**src/rtl/dma_int_status_pkg.sv**
```systemverilog
// Shared definitions for the DMA interrupt status queue: record layout, mask bit
// indices and the coalescing state encoding.
package dma_int_status_pkg;

  localparam int EXT_ADDR_W = 32;
  localparam int FLAG_W     = 4;

  // Bit positions inside intMask and inside the flag field of a record
  localparam int MASK_OP_DONE  = 0;
  localparam int MASK_WR_ERR   = 1;
  localparam int MASK_RD_ERR   = 2;
  localparam int MASK_NVAL_ERR = 3;

  // Record offsets measured from the LSB; the descriptor number sits between them
  localparam int REC_ADDR_LSB = 0;
  localparam int REC_NUM_LSB  = EXT_ADDR_W;

  typedef enum logic [1:0] {
    COAL_IDLE  = 2'd0,
    COAL_ARMED = 2'd1,
    COAL_FIRE  = 2'd2
  } coalState_t;

  function automatic int recWidth(input int nibw);
    return FLAG_W + 2 + nibw + EXT_ADDR_W;
  endfunction

endpackage

```
**src/rtl/dma_int_status_queue_if.sv**
```systemverilog
// Status-record bundle from the interrupt-status mux; single-cycle valid, no ready.
interface dma_int_status_queue_if #(
  parameter int NIBW = 2
);

  logic            stsValid;
  logic            stsOpDone;
  logic            stsWrError;
  logic            stsRdError;
  logic            stsNValidError;
  logic [NIBW-1:0] stsIntDscrptrNum;
  logic            stsExtDscrptr;
  logic [31:0]     stsExtDscrptrAddr;
  logic            stsStrDscrptr;

  modport master (
    output stsValid, stsOpDone, stsWrError, stsRdError, stsNValidError,
           stsIntDscrptrNum, stsExtDscrptr, stsExtDscrptrAddr, stsStrDscrptr
  );

  modport slave (
    input  stsValid, stsOpDone, stsWrError, stsRdError, stsNValidError,
           stsIntDscrptrNum, stsExtDscrptr, stsExtDscrptrAddr, stsStrDscrptr
  );

endinterface

```
**src/rtl/dma_int_status_fifo.sv**
```systemverilog
// Generic synchronous FIFO with exact occupancy count; a push into a full FIFO is
// accepted only when a pop happens in the same cycle.
module dma_int_status_fifo #(
  parameter int DATA_WIDTH  = 40,
  parameter int DEPTH_WIDTH = 3
) (
  input  logic                  clock,
  input  logic                  resetn,
  input  logic                  push,
  input  logic                  pop,
  input  logic [DATA_WIDTH-1:0] wrData,
  output logic [DATA_WIDTH-1:0] rdData,
  output logic [DEPTH_WIDTH:0]  count,
  output logic [DEPTH_WIDTH:0]  countNext,
  output logic                  full,
  output logic                  empty
);

  localparam int DEPTH = 1 << DEPTH_WIDTH;

  logic [DATA_WIDTH-1:0] mem [DEPTH];
  logic [DEPTH_WIDTH:0]  wrPtr;
  logic [DEPTH_WIDTH:0]  rdPtr;
  logic                  doPush;
  logic                  doPop;

  // Pointers carry an extra wrap bit so full and empty differ only in that bit
  assign empty  = (wrPtr == rdPtr);
  assign full   = (wrPtr[DEPTH_WIDTH] != rdPtr[DEPTH_WIDTH]) &&
                  (wrPtr[DEPTH_WIDTH-1:0] == rdPtr[DEPTH_WIDTH-1:0]);
  assign doPop  = pop & ~empty;
  assign doPush = push & (~full | doPop);
  assign rdData = mem[rdPtr[DEPTH_WIDTH-1:0]];

  always_comb begin
    countNext = count;
    case ({doPush, doPop})
      2'b10:   countNext = count + (DEPTH_WIDTH+1)'(1);
      2'b01:   countNext = count - (DEPTH_WIDTH+1)'(1);
      default: countNext = count;
    endcase
  end

  always_ff @(posedge clock or negedge resetn) begin
    if (!resetn) begin
      wrPtr <= '0;
      rdPtr <= '0;
      count <= '0;
    end else begin
      if (doPush) wrPtr <= wrPtr + (DEPTH_WIDTH+1)'(1);
      if (doPop)  rdPtr <= rdPtr + (DEPTH_WIDTH+1)'(1);
      count <= countNext;
    end
  end

  always_ff @(posedge clock) begin
    if (doPush) mem[wrPtr[DEPTH_WIDTH-1:0]] <= wrData;
  end

endmodule

```
**src/rtl/dma_int_status_queue.sv**
```systemverilog
// DMA interrupt status queue: masks incoming status records, buffers them for software
// and drives the interrupt line. Define DMA_INT_COALESCE_EN to add interrupt coalescing.
module dma_int_status_queue
  import dma_int_status_pkg::*;
#(
  parameter int NUM_INT_BDS_WIDTH = 2,
  parameter int FIFO_DEPTH_WIDTH  = 3
) (
  input  logic                                   clock,
  input  logic                                   resetn,
  dma_int_status_queue_if.slave                  stsIf,
  input  logic [3:0]                             intMask,
  input  logic                                   intClear,
  input  logic                                   ovflClear,
  input  logic [7:0]                             coalThresh,
  input  logic [15:0]                            coalTimeout,
  output logic                                   headValid,
  output logic [recWidth(NUM_INT_BDS_WIDTH)-1:0] headRecord,
  output logic [FIFO_DEPTH_WIDTH:0]              fifoCount,
  output logic                                   overflow,
  output logic                                   irq
);

  localparam int REC_W = recWidth(NUM_INT_BDS_WIDTH);

  logic [FLAG_W-1:0]             flags;
  logic [REC_W-1:0]              inRecord;
  logic [REC_W-1:0]              fifoHead;
  logic [FIFO_DEPTH_WIDTH:0]     countNext;
  logic                          fifoFull;
  logic                          fifoEmpty;
  logic                          qualified;
  logic                          push;
  logic                          pop;
  logic                          drop;

  always_comb begin
    flags                = '0;
    flags[MASK_OP_DONE]  = stsIf.stsOpDone;
    flags[MASK_WR_ERR]   = stsIf.stsWrError;
    flags[MASK_RD_ERR]   = stsIf.stsRdError;
    flags[MASK_NVAL_ERR] = stsIf.stsNValidError;
  end

  assign inRecord  = {flags, stsIf.stsStrDscrptr, stsIf.stsExtDscrptr,
                      stsIf.stsIntDscrptrNum, stsIf.stsExtDscrptrAddr};
  assign qualified = stsIf.stsValid & (|(flags & intMask));
  // A full queue still takes the record when software pops in the same cycle
  assign push      = qualified & (~fifoFull | intClear);
  assign drop      = qualified & fifoFull & ~intClear;
  assign pop       = intClear & ~fifoEmpty;

  dma_int_status_fifo #(
    .DATA_WIDTH  (REC_W),
    .DEPTH_WIDTH (FIFO_DEPTH_WIDTH)
  ) uFifo (
    .clock     (clock),
    .resetn    (resetn),
    .push      (push),
    .pop       (pop),
    .wrData    (inRecord),
    .rdData    (fifoHead),
    .count     (fifoCount),
    .countNext (countNext),
    .full      (fifoFull),
    .empty     (fifoEmpty)
  );

  assign headValid  = ~fifoEmpty;
  assign headRecord = fifoEmpty ? '0 : fifoHead;

  always_ff @(posedge clock or negedge resetn) begin
    if (!resetn)         overflow <= 1'b0;
    else if (drop)       overflow <= 1'b1;
    else if (ovflClear)  overflow <= 1'b0;
  end

`ifdef DMA_INT_COALESCE_EN

  coalState_t                state;
  coalState_t                stateNext;
  logic [15:0]               timer;
  logic [8:0]                threshEff;
  logic [8:0]                countWide;
  logic                      timeoutHit;

  // Decisions look at next-cycle occupancy so the line reacts to this cycle's push/pop
  assign threshEff  = (coalThresh == 8'd0) ? 9'd1 : {1'b0, coalThresh};
  assign countWide  = 9'(countNext);
  assign timeoutHit = (coalTimeout != 16'd0) && (timer == coalTimeout - 16'd1);

  always_comb begin
    stateNext = state;
    case (state)
      COAL_IDLE: begin
        if (countNext != '0) stateNext = COAL_ARMED;
      end
      COAL_ARMED: begin
        if (countNext == '0)                            stateNext = COAL_IDLE;
        else if ((countWide >= threshEff) || timeoutHit) stateNext = COAL_FIRE;
      end
      COAL_FIRE: begin
        if (countNext == '0) stateNext = COAL_IDLE;
      end
      default: stateNext = COAL_IDLE;
    endcase
  end

  always_ff @(posedge clock or negedge resetn) begin
    if (!resetn) begin
      state <= COAL_IDLE;
      timer <= '0;
    end else begin
      state <= stateNext;
      if (state == COAL_ARMED) timer <= timer + 16'd1;
      else                     timer <= '0;
    end
  end

  assign irq = (state == COAL_FIRE);

`else

  logic unusedCoal;
  logic irqReg;

  assign unusedCoal = ^{coalThresh, coalTimeout};

  always_ff @(posedge clock or negedge resetn) begin
    if (!resetn) irqReg <= 1'b0;
    else         irqReg <= (countNext != '0);
  end

  assign irq = irqReg;

`endif

endmodule
```
**src/flat_wrapper.sv**
```systemverilog
// flat-port wrapper written by rule: the top's interface ports become plain ports
module dma_int_status_queue_flat import dma_int_status_pkg::*;
#(
  parameter int NUM_INT_BDS_WIDTH = 2,
  parameter int FIFO_DEPTH_WIDTH  = 3
)
  (clock, resetn, intMask, intClear, ovflClear, coalThresh, coalTimeout, headValid, headRecord, fifoCount, overflow, irq, stsIf_stsValid, stsIf_stsOpDone, stsIf_stsWrError, stsIf_stsRdError, stsIf_stsNValidError, stsIf_stsIntDscrptrNum, stsIf_stsExtDscrptr, stsIf_stsExtDscrptrAddr, stsIf_stsStrDscrptr);
  dma_int_status_queue_if stsIf_i ();
  input  logic clock;
  input  logic resetn;
  input  logic [3:0] intMask;
  input  logic intClear;
  input  logic ovflClear;
  input  logic [7:0] coalThresh;
  input  logic [15:0] coalTimeout;
  output logic headValid;
  output logic [recWidth(NUM_INT_BDS_WIDTH)-1:0] headRecord;
  output logic [FIFO_DEPTH_WIDTH:0] fifoCount;
  output logic overflow;
  output logic irq;
  input wire logic [$bits(stsIf_i.stsValid)-1:0] stsIf_stsValid;
  input wire logic [$bits(stsIf_i.stsOpDone)-1:0] stsIf_stsOpDone;
  input wire logic [$bits(stsIf_i.stsWrError)-1:0] stsIf_stsWrError;
  input wire logic [$bits(stsIf_i.stsRdError)-1:0] stsIf_stsRdError;
  input wire logic [$bits(stsIf_i.stsNValidError)-1:0] stsIf_stsNValidError;
  input wire logic [$bits(stsIf_i.stsIntDscrptrNum)-1:0] stsIf_stsIntDscrptrNum;
  input wire logic [$bits(stsIf_i.stsExtDscrptr)-1:0] stsIf_stsExtDscrptr;
  input wire logic [$bits(stsIf_i.stsExtDscrptrAddr)-1:0] stsIf_stsExtDscrptrAddr;
  input wire logic [$bits(stsIf_i.stsStrDscrptr)-1:0] stsIf_stsStrDscrptr;
  assign stsIf_i.stsValid = stsIf_stsValid;
  assign stsIf_i.stsOpDone = stsIf_stsOpDone;
  assign stsIf_i.stsWrError = stsIf_stsWrError;
  assign stsIf_i.stsRdError = stsIf_stsRdError;
  assign stsIf_i.stsNValidError = stsIf_stsNValidError;
  assign stsIf_i.stsIntDscrptrNum = stsIf_stsIntDscrptrNum;
  assign stsIf_i.stsExtDscrptr = stsIf_stsExtDscrptr;
  assign stsIf_i.stsExtDscrptrAddr = stsIf_stsExtDscrptrAddr;
  assign stsIf_i.stsStrDscrptr = stsIf_stsStrDscrptr;
  dma_int_status_queue #(.NUM_INT_BDS_WIDTH(NUM_INT_BDS_WIDTH), .FIFO_DEPTH_WIDTH(FIFO_DEPTH_WIDTH)) u_core (.clock(clock), .resetn(resetn), .stsIf(stsIf_i), .intMask(intMask), .intClear(intClear), .ovflClear(ovflClear), .coalThresh(coalThresh), .coalTimeout(coalTimeout), .headValid(headValid), .headRecord(headRecord), .fifoCount(fifoCount), .overflow(overflow), .irq(irq));
endmodule
```
**config.mk**
```make
export PLATFORM = sky130hd
export DESIGN_NAME = dma_int_status_queue_flat
export DESIGN_NICKNAME = d
export VERILOG_FILES = /design/src/rtl/dma_int_status_pkg.sv /design/src/rtl/dma_int_status_queue_if.sv /design/src/rtl/dma_int_status_fifo.sv /design/src/rtl/dma_int_status_queue.sv /design/src/flat_wrapper.sv
export SDC_FILE = /design/constraint.sdc
export NUM_CORES = 1
export LEC_CHECK = 0
export CORE_MARGIN = 1
export CORE_UTILIZATION = 35
export CTS_BUF_LIST = sky130_fd_sc_hd__clkbuf_8 sky130_fd_sc_hd__clkbuf_16
export CTS_CLUSTER_DIAMETER = 120
export DETAILED_ROUTE_END_ITERATION = 8
export GPL_ROUTABILITY_DRIVEN = 0
export GPL_TIMING_DRIVEN = 0
export PLACE_DENSITY_LB_ADDON = 0.2
export SLEW_MARGIN = 10
export SYNTH_ARGS = -nofsm -noshare
export SYNTH_HDL_FRONTEND = slang
export SYNTH_SLANG_ARGS = --single-unit
```
**constraint.sdc**
```tcl
create_clock -name clock -period 8.65 [get_ports clock]
set_input_delay 1.73 -clock clock [delete_from_list [all_inputs] [get_ports clock]]
set_output_delay 1.73 -clock clock [all_outputs]
set_load 0.05 [all_outputs]
```
After elaboration in Yosys (flattened, before gate mapping)
Memory sizes are Yosys's and may differ from the RTL's.
Index checks and enable logic that the tools add are counted.
{"block": "word_totals", "mem_bits_rw": 320, "n_memories": 1, "ff_bits": 14}
{"name": "u_core.uFifo.mem", "depth": 8, "word_bits": 40, "read_ports": 1, "rd_ports_with_merged_regs": 0, "wr": 1, "line": "dma_int_status_fifo.sv:21", "source": "logic [DATA_WIDTH-1:0] mem [DEPTH];"}
{"block": "classes", "n_eq_ne": 5, "add_sub_neg": 4, "n_mux": 6, "reduce_logical": 4, "bitwise_logic": 13}
{"op": "two-way mux 40 bit", "count": 1}
{"op": "adder 4 x 1 -> 4 bit (second input constant)", "count": 3}
{"op": "one-hot mux 4 bit (2 select lines)", "count": 1}
{"op": "bitwise AND 1 bit", "count": 7}
{"op": "bitwise AND 4 bit", "count": 1}
{"op": "== test 4 bit", "count": 1}
{"op": "two-way mux 1 bit", "count": 4}
{"op": "nonzero test 4 bit", "count": 1}
{"op": "OR reduction 4 bit", "count": 1}
{"op": "subtractor 4 x 1 -> 4 bit (second input constant)", "count": 1}
{"op": "== test 3 bit", "count": 1}
{"op": "inverter 1 bit", "count": 3}
{"op": "== test 2 x 1 -> 1 bit (second input constant)", "count": 1}
{"op": "== test 2 bit (second input constant)", "count": 1}
{"op": "OR 1 bit", "count": 2}
{"op": "nonzero test 2 bit", "count": 1}
{"op": "logical AND 1 bit", "count": 1}
{"op": "!= test 1 bit", "count": 1}

Depth between registers and ports, before layout
{"block": "logic_depth", "depth_word": 9, "ltp_mapped": 12, "depth_no_buf": 11}

Hierarchy
A second synthesis with hierarchy kept.
{"block": "hier_totals", "cells_unflattened": 604, "area_unflattened_um2": 13244.0}
{"module": "dma_int_status_fifo", "instances": 1, "cells_per_inst": 548, "area_per_inst_um2": 12858.6, "seq_area_each_um2": 9909.5}
{"module": "dma_int_status_queue", "instances": 1, "cells_per_inst": 56, "area_per_inst_um2": 385.4, "seq_area_each_um2": 50.0}

Worst setup path after synthesis
OpenSTA, ideal clock, no wires.
{"block": "synth_path", "path_type": "input port to flip-flop", "startpoint": "in stsIf_stsWrError", "endpoint": "mem u_core.uFifo.mem[4][0], enable pin", "cell_stages": 4, "path_slack_ns": 1.945, "arrival_ns": 6.167, "setup_time_ns": 0.538, "cell_sequence": "a22o_1 o21ai_0 a21oi_2 nor4bb_1"}
{"block": "synth_via", "elab_chain_len": 7}
{"element": "from (decl)", "line": "flat_wrapper.sv:23", "source": "input wire logic [$bits(stsIf_i.stsWrError)-1:0] stsIf_stsWrError;"}
{"element": "bitwise AND 4 bit", "line": "dma_int_status_queue.sv:47", "source": "assign qualified = stsIf.stsValid & (|(flags & intMask));"}
{"element": "OR reduction 4 bit", "line": "dma_int_status_queue.sv:47"}
{"element": "bitwise AND 1 bit", "line": "dma_int_status_queue.sv:47"}
{"element": "bitwise AND 1 bit", "line": "dma_int_status_queue.sv:49", "source": "assign push = qualified & (~fifoFull | intClear);"}
{"element": "bitwise AND 1 bit", "line": "dma_int_status_fifo.sv:32", "source": "assign doPush = push & (~full | doPop);"}
{"element": "two-way mux 1 bit", "line": "dma_int_status_fifo.sv:57", "source": "if (doPush) mem[wrPtr[DEPTH_WIDTH-1:0]] <= wrData;"}
{"element": "two-way mux 1 bit (not written as such)", "line": "dma_int_status_fifo.sv:57"}
{"element": "to (decl)", "line": "dma_int_status_fifo.sv:21"}
Every way passes these cells.

Final worst setup path
{"block": "layout_path", "startpoint": "reg u_core.uFifo.rdPtr[1]", "endpoint": "out headRecord[10]"}
{"block": "layout_via", "elab_chain_len": 2}
{"element": "from (decl)", "line": "dma_int_status_fifo.sv:23", "source": "logic [DEPTH_WIDTH:0] rdPtr;"}
{"element": "from (signal assigned)", "line": "dma_int_status_fifo.sv:51", "source": "if (doPop) rdPtr <= rdPtr + (DEPTH_WIDTH+1)'(1);"}
{"element": "memory read (8 x 40 bit) or == test 4 bit (tied branches)"}
{"element": "two-way mux 40 bit *", "line": "dma_int_status_queue.sv:70", "source": "assign headRecord = fifoEmpty ? '0 : fifoHead;"}
{"element": "to (decl)", "line": "flat_wrapper.sv:17", "source": "output logic [recWidth(NUM_INT_BDS_WIDTH)-1:0] headRecord;"}
Mark *: on every way between the ends. The rest lies on a longest branch, timed or not.

==> reports/results.ini <==
[outcome]
status = finished, final reports clean

[synth]
ys.flop_type = edfxtp_1
async_flop_share_pct = 4.19
ys_types = 33
synthesis.area_um2 = 13000
syn_nets = 668
synthCells = 590
synth-seq-cells = 334
synth-edff-count = 320
yosysWarnings = 0
syn_avg_cell_area_um2 = 22.0
yosysSeqAreaShare_pct = 76.9

[die]
ioPinCount = 120
start_util_pct = 35.5
num_rows = 70
die_y_um = 194
die_area_um2 = 37800
core_area_um2 = 36500
die_x_um = 194

[grt]
grt_util_met3_pct = 3.12
grt_overflow_total = 0
grt_max_degree = 41
use_met1_pct = 19.5
grt_use_total_pct = 15.3
grt_pass1_vias = 6712
met2_usage_pct = 26.8
antenna_found_initial = 2
grt_pass1_wl_mm = 42.4
busiest_layer = met2

[finish]
mostFrequentLayoutCells = edfxtp_1, clkdlybuf4s50_1, mux4_2, nor2_1, mux2i_1
drive_above_1_share_pct = 22.1
synthToLayoutAreaGrowth_pct = 23.0
antenna_cells = 0
final_common_cell = edfxtp_1
nNetsFinal = 815
num-fill-cells = 3109

[place]
dp_hpwl_mm = 16.7
io_buffers = 95
dp_worst_setup_slack_ns = 3.52

[cts]
cts_buffers = 36
cts_tree = yes
clk_path_buf_depth = 3
clock_sinks = 334
cts_root_buf = clkbuf_16
post_cts_buffers = 0
cts_max_level = 2
clk_pin_slew_ns = 0.06
clk_latency_ns = 0.51
cts_hold_buf = 0
post_cts_resized = 0

[detailed_routing]
first_pass_iters = 5
vias = 6129
wire_per_inst_um = 23.1
ant_nets = 0
totalWireLength_mm = 28.4
first_iter_violations = 496
drc = 0
via_per_inst = 4.97

[sta]
min_period_ns = 5.25
setup_viol = 0
max_freq_mhz = 190
fin_crit_sh_pct = 60.7
skew_ns = 0.0153
setup_ws_ns = 3.40
hold_viol = 0
tightest_slew_ns = 1.02
finalSetupTns_ns = 0
relSlewSlack_pct = 32.2
final_max_slew_viol_count = 0
rsz0062_at_grt = false

[pwr]
irDropWorstVdd_mv = 0.258
design_power_total_w = 0.00614
power_leakage_nw = 5.27
p_per_area_nw_per_um2 = 385

[run]
max_cap_viol_count = 0

[worst_setup_path]
cp-start-kind = register
critPathKind = register to output port
arrival_ns = 3.52
cp.required_ns = 6.92
cp-end-kind = output port
critPathMaxFanout = 10

[worst_hold_path]
holdCritPathClass = register to register

[through the flow]
step           utilization (%)  cells  hold WS [ns]  cell area (um2)
3_3_place_gp              39.7   1153         0.476            14500
6_report                  43.6   1232         0.483            15900
3_5_place_dp              40.5   1167         0.476            14800
2_1_floorplan                -    590         0.462            13000
4_1_cts                   43.6   1232         0.487            15900
5_1_grt                   43.6   1232         0.501            15900
[layer usage]
layer	up-vias	share of wire, %
met4	2	1.5
met2	154	52
met5	-	0.039
li1	2726	-
met1	3215	41
met3	32	5.4
[kinds of logic after synthesis]
group / after synthesis / synth area share [%]
simple gates: 69 / 2.73
flops: 334 / 76.9
xor+xnor: 13 / 0.879
compound gates: 11 / 0.579
buf+inv: 34 / 1.11
fa+ha+maj: 5 / 0.483
mux: 124 / 17.3
[critical path, cell delays in order, from the launching register on]
cell and delay (ns):
dfrtp_1 0.40, clkbuf_1 0.42, clkbuf_1 0.67, mux4_2 0.35
mux2i_1 0.08, nor2_1 0.23, clkdlybuf4s50_1 0.87
[layout make-up]
class                      count  area (um2)  share of cell area (%)
tap                          468         586                    3.67
clock inverter                28         206                    1.30
sequential                   334        9960                    62.5
inverter                       4        15.0                  0.0942
timing repair buffer         109        1210                    7.61
buffer                        30         129                   0.809
clock buffer                  37         926                    5.81
multi-input combinational    222        2900                    18.2
[power by group]
group	switching, W	total, W	internal [W]	leakage [nW]
clock	0.000593	0.00146	0.000865	0.585
combinational	0.00166	0.00265	0.000993	1.63
sequential	0.0000552	0.00203	0.00198	3.06
total	0.00231	0.00614	0.00383	5.27
[worst paths after layout]
check                                                   from                                end  slack, ns  cells after the start
min                        u_core.uFifo.wrPtr[3]$_DFFE_PN0P_  u_core.uFifo.wrPtr[3]$_DFFE_PN0P_       0.48                      1
max reg2reg                u_core.uFifo.wrPtr[1]$_DFFE_PN0P_               u_core.irq$_DFF_PN0_       5.57                     12
min in group asynchronous                             resetn    u_core.uFifo.count[3]$_DFF_PN0_       1.64                      1
max                        u_core.uFifo.rdPtr[1]$_DFFE_PN0N_                     headRecord[10]       3.40                      6
max in group asynchronous                             resetn  u_core.uFifo.rdPtr[2]$_DFFE_PN0N_       6.56                      1
min reg2reg                u_core.uFifo.wrPtr[3]$_DFFE_PN0P_  u_core.uFifo.wrPtr[3]$_DFFE_PN0P_       0.48                      1
[flip-flops by register name, summed over array words and instances (netlist names)]
register / flops
u_core.irq: 1
u_core.overflow: 1
u_core.uFifo.count: 4
u_core.uFifo.mem: 320
u_core.uFifo.rdPtr: 4
u_core.uFifo.wrPtr: 4
[synthesized netlist by cell type (all sizes together) (2+ instances only)]
master / instances / area (um2)
nor2: 46 / 173
a21oi: 2 / 13.8
dfrtp: 14 / 350
edfxtp: 320 / 9610
ha: 5 / 62.6
mux2i: 41 / 410
nand2: 3 / 11.3
clkbuf: 13 / 48.8
and4b: 4 / 40.0
mux2: 3 / 33.8
and3b: 2 / 17.5
buf: 17 / 80.1
xnor2: 3 / 26.3
a22o: 2 / 17.5
a211oi: 2 / 15.0
o21ai: 3 / 15.0
nand3: 2 / 10.0
nor3: 2 / 10.0
nor2b: 4 / 25.0
xor2: 10 / 87.6
mux4: 80 / 1800
inv: 4 / 15.0
(Power assumes the default switching activity.)
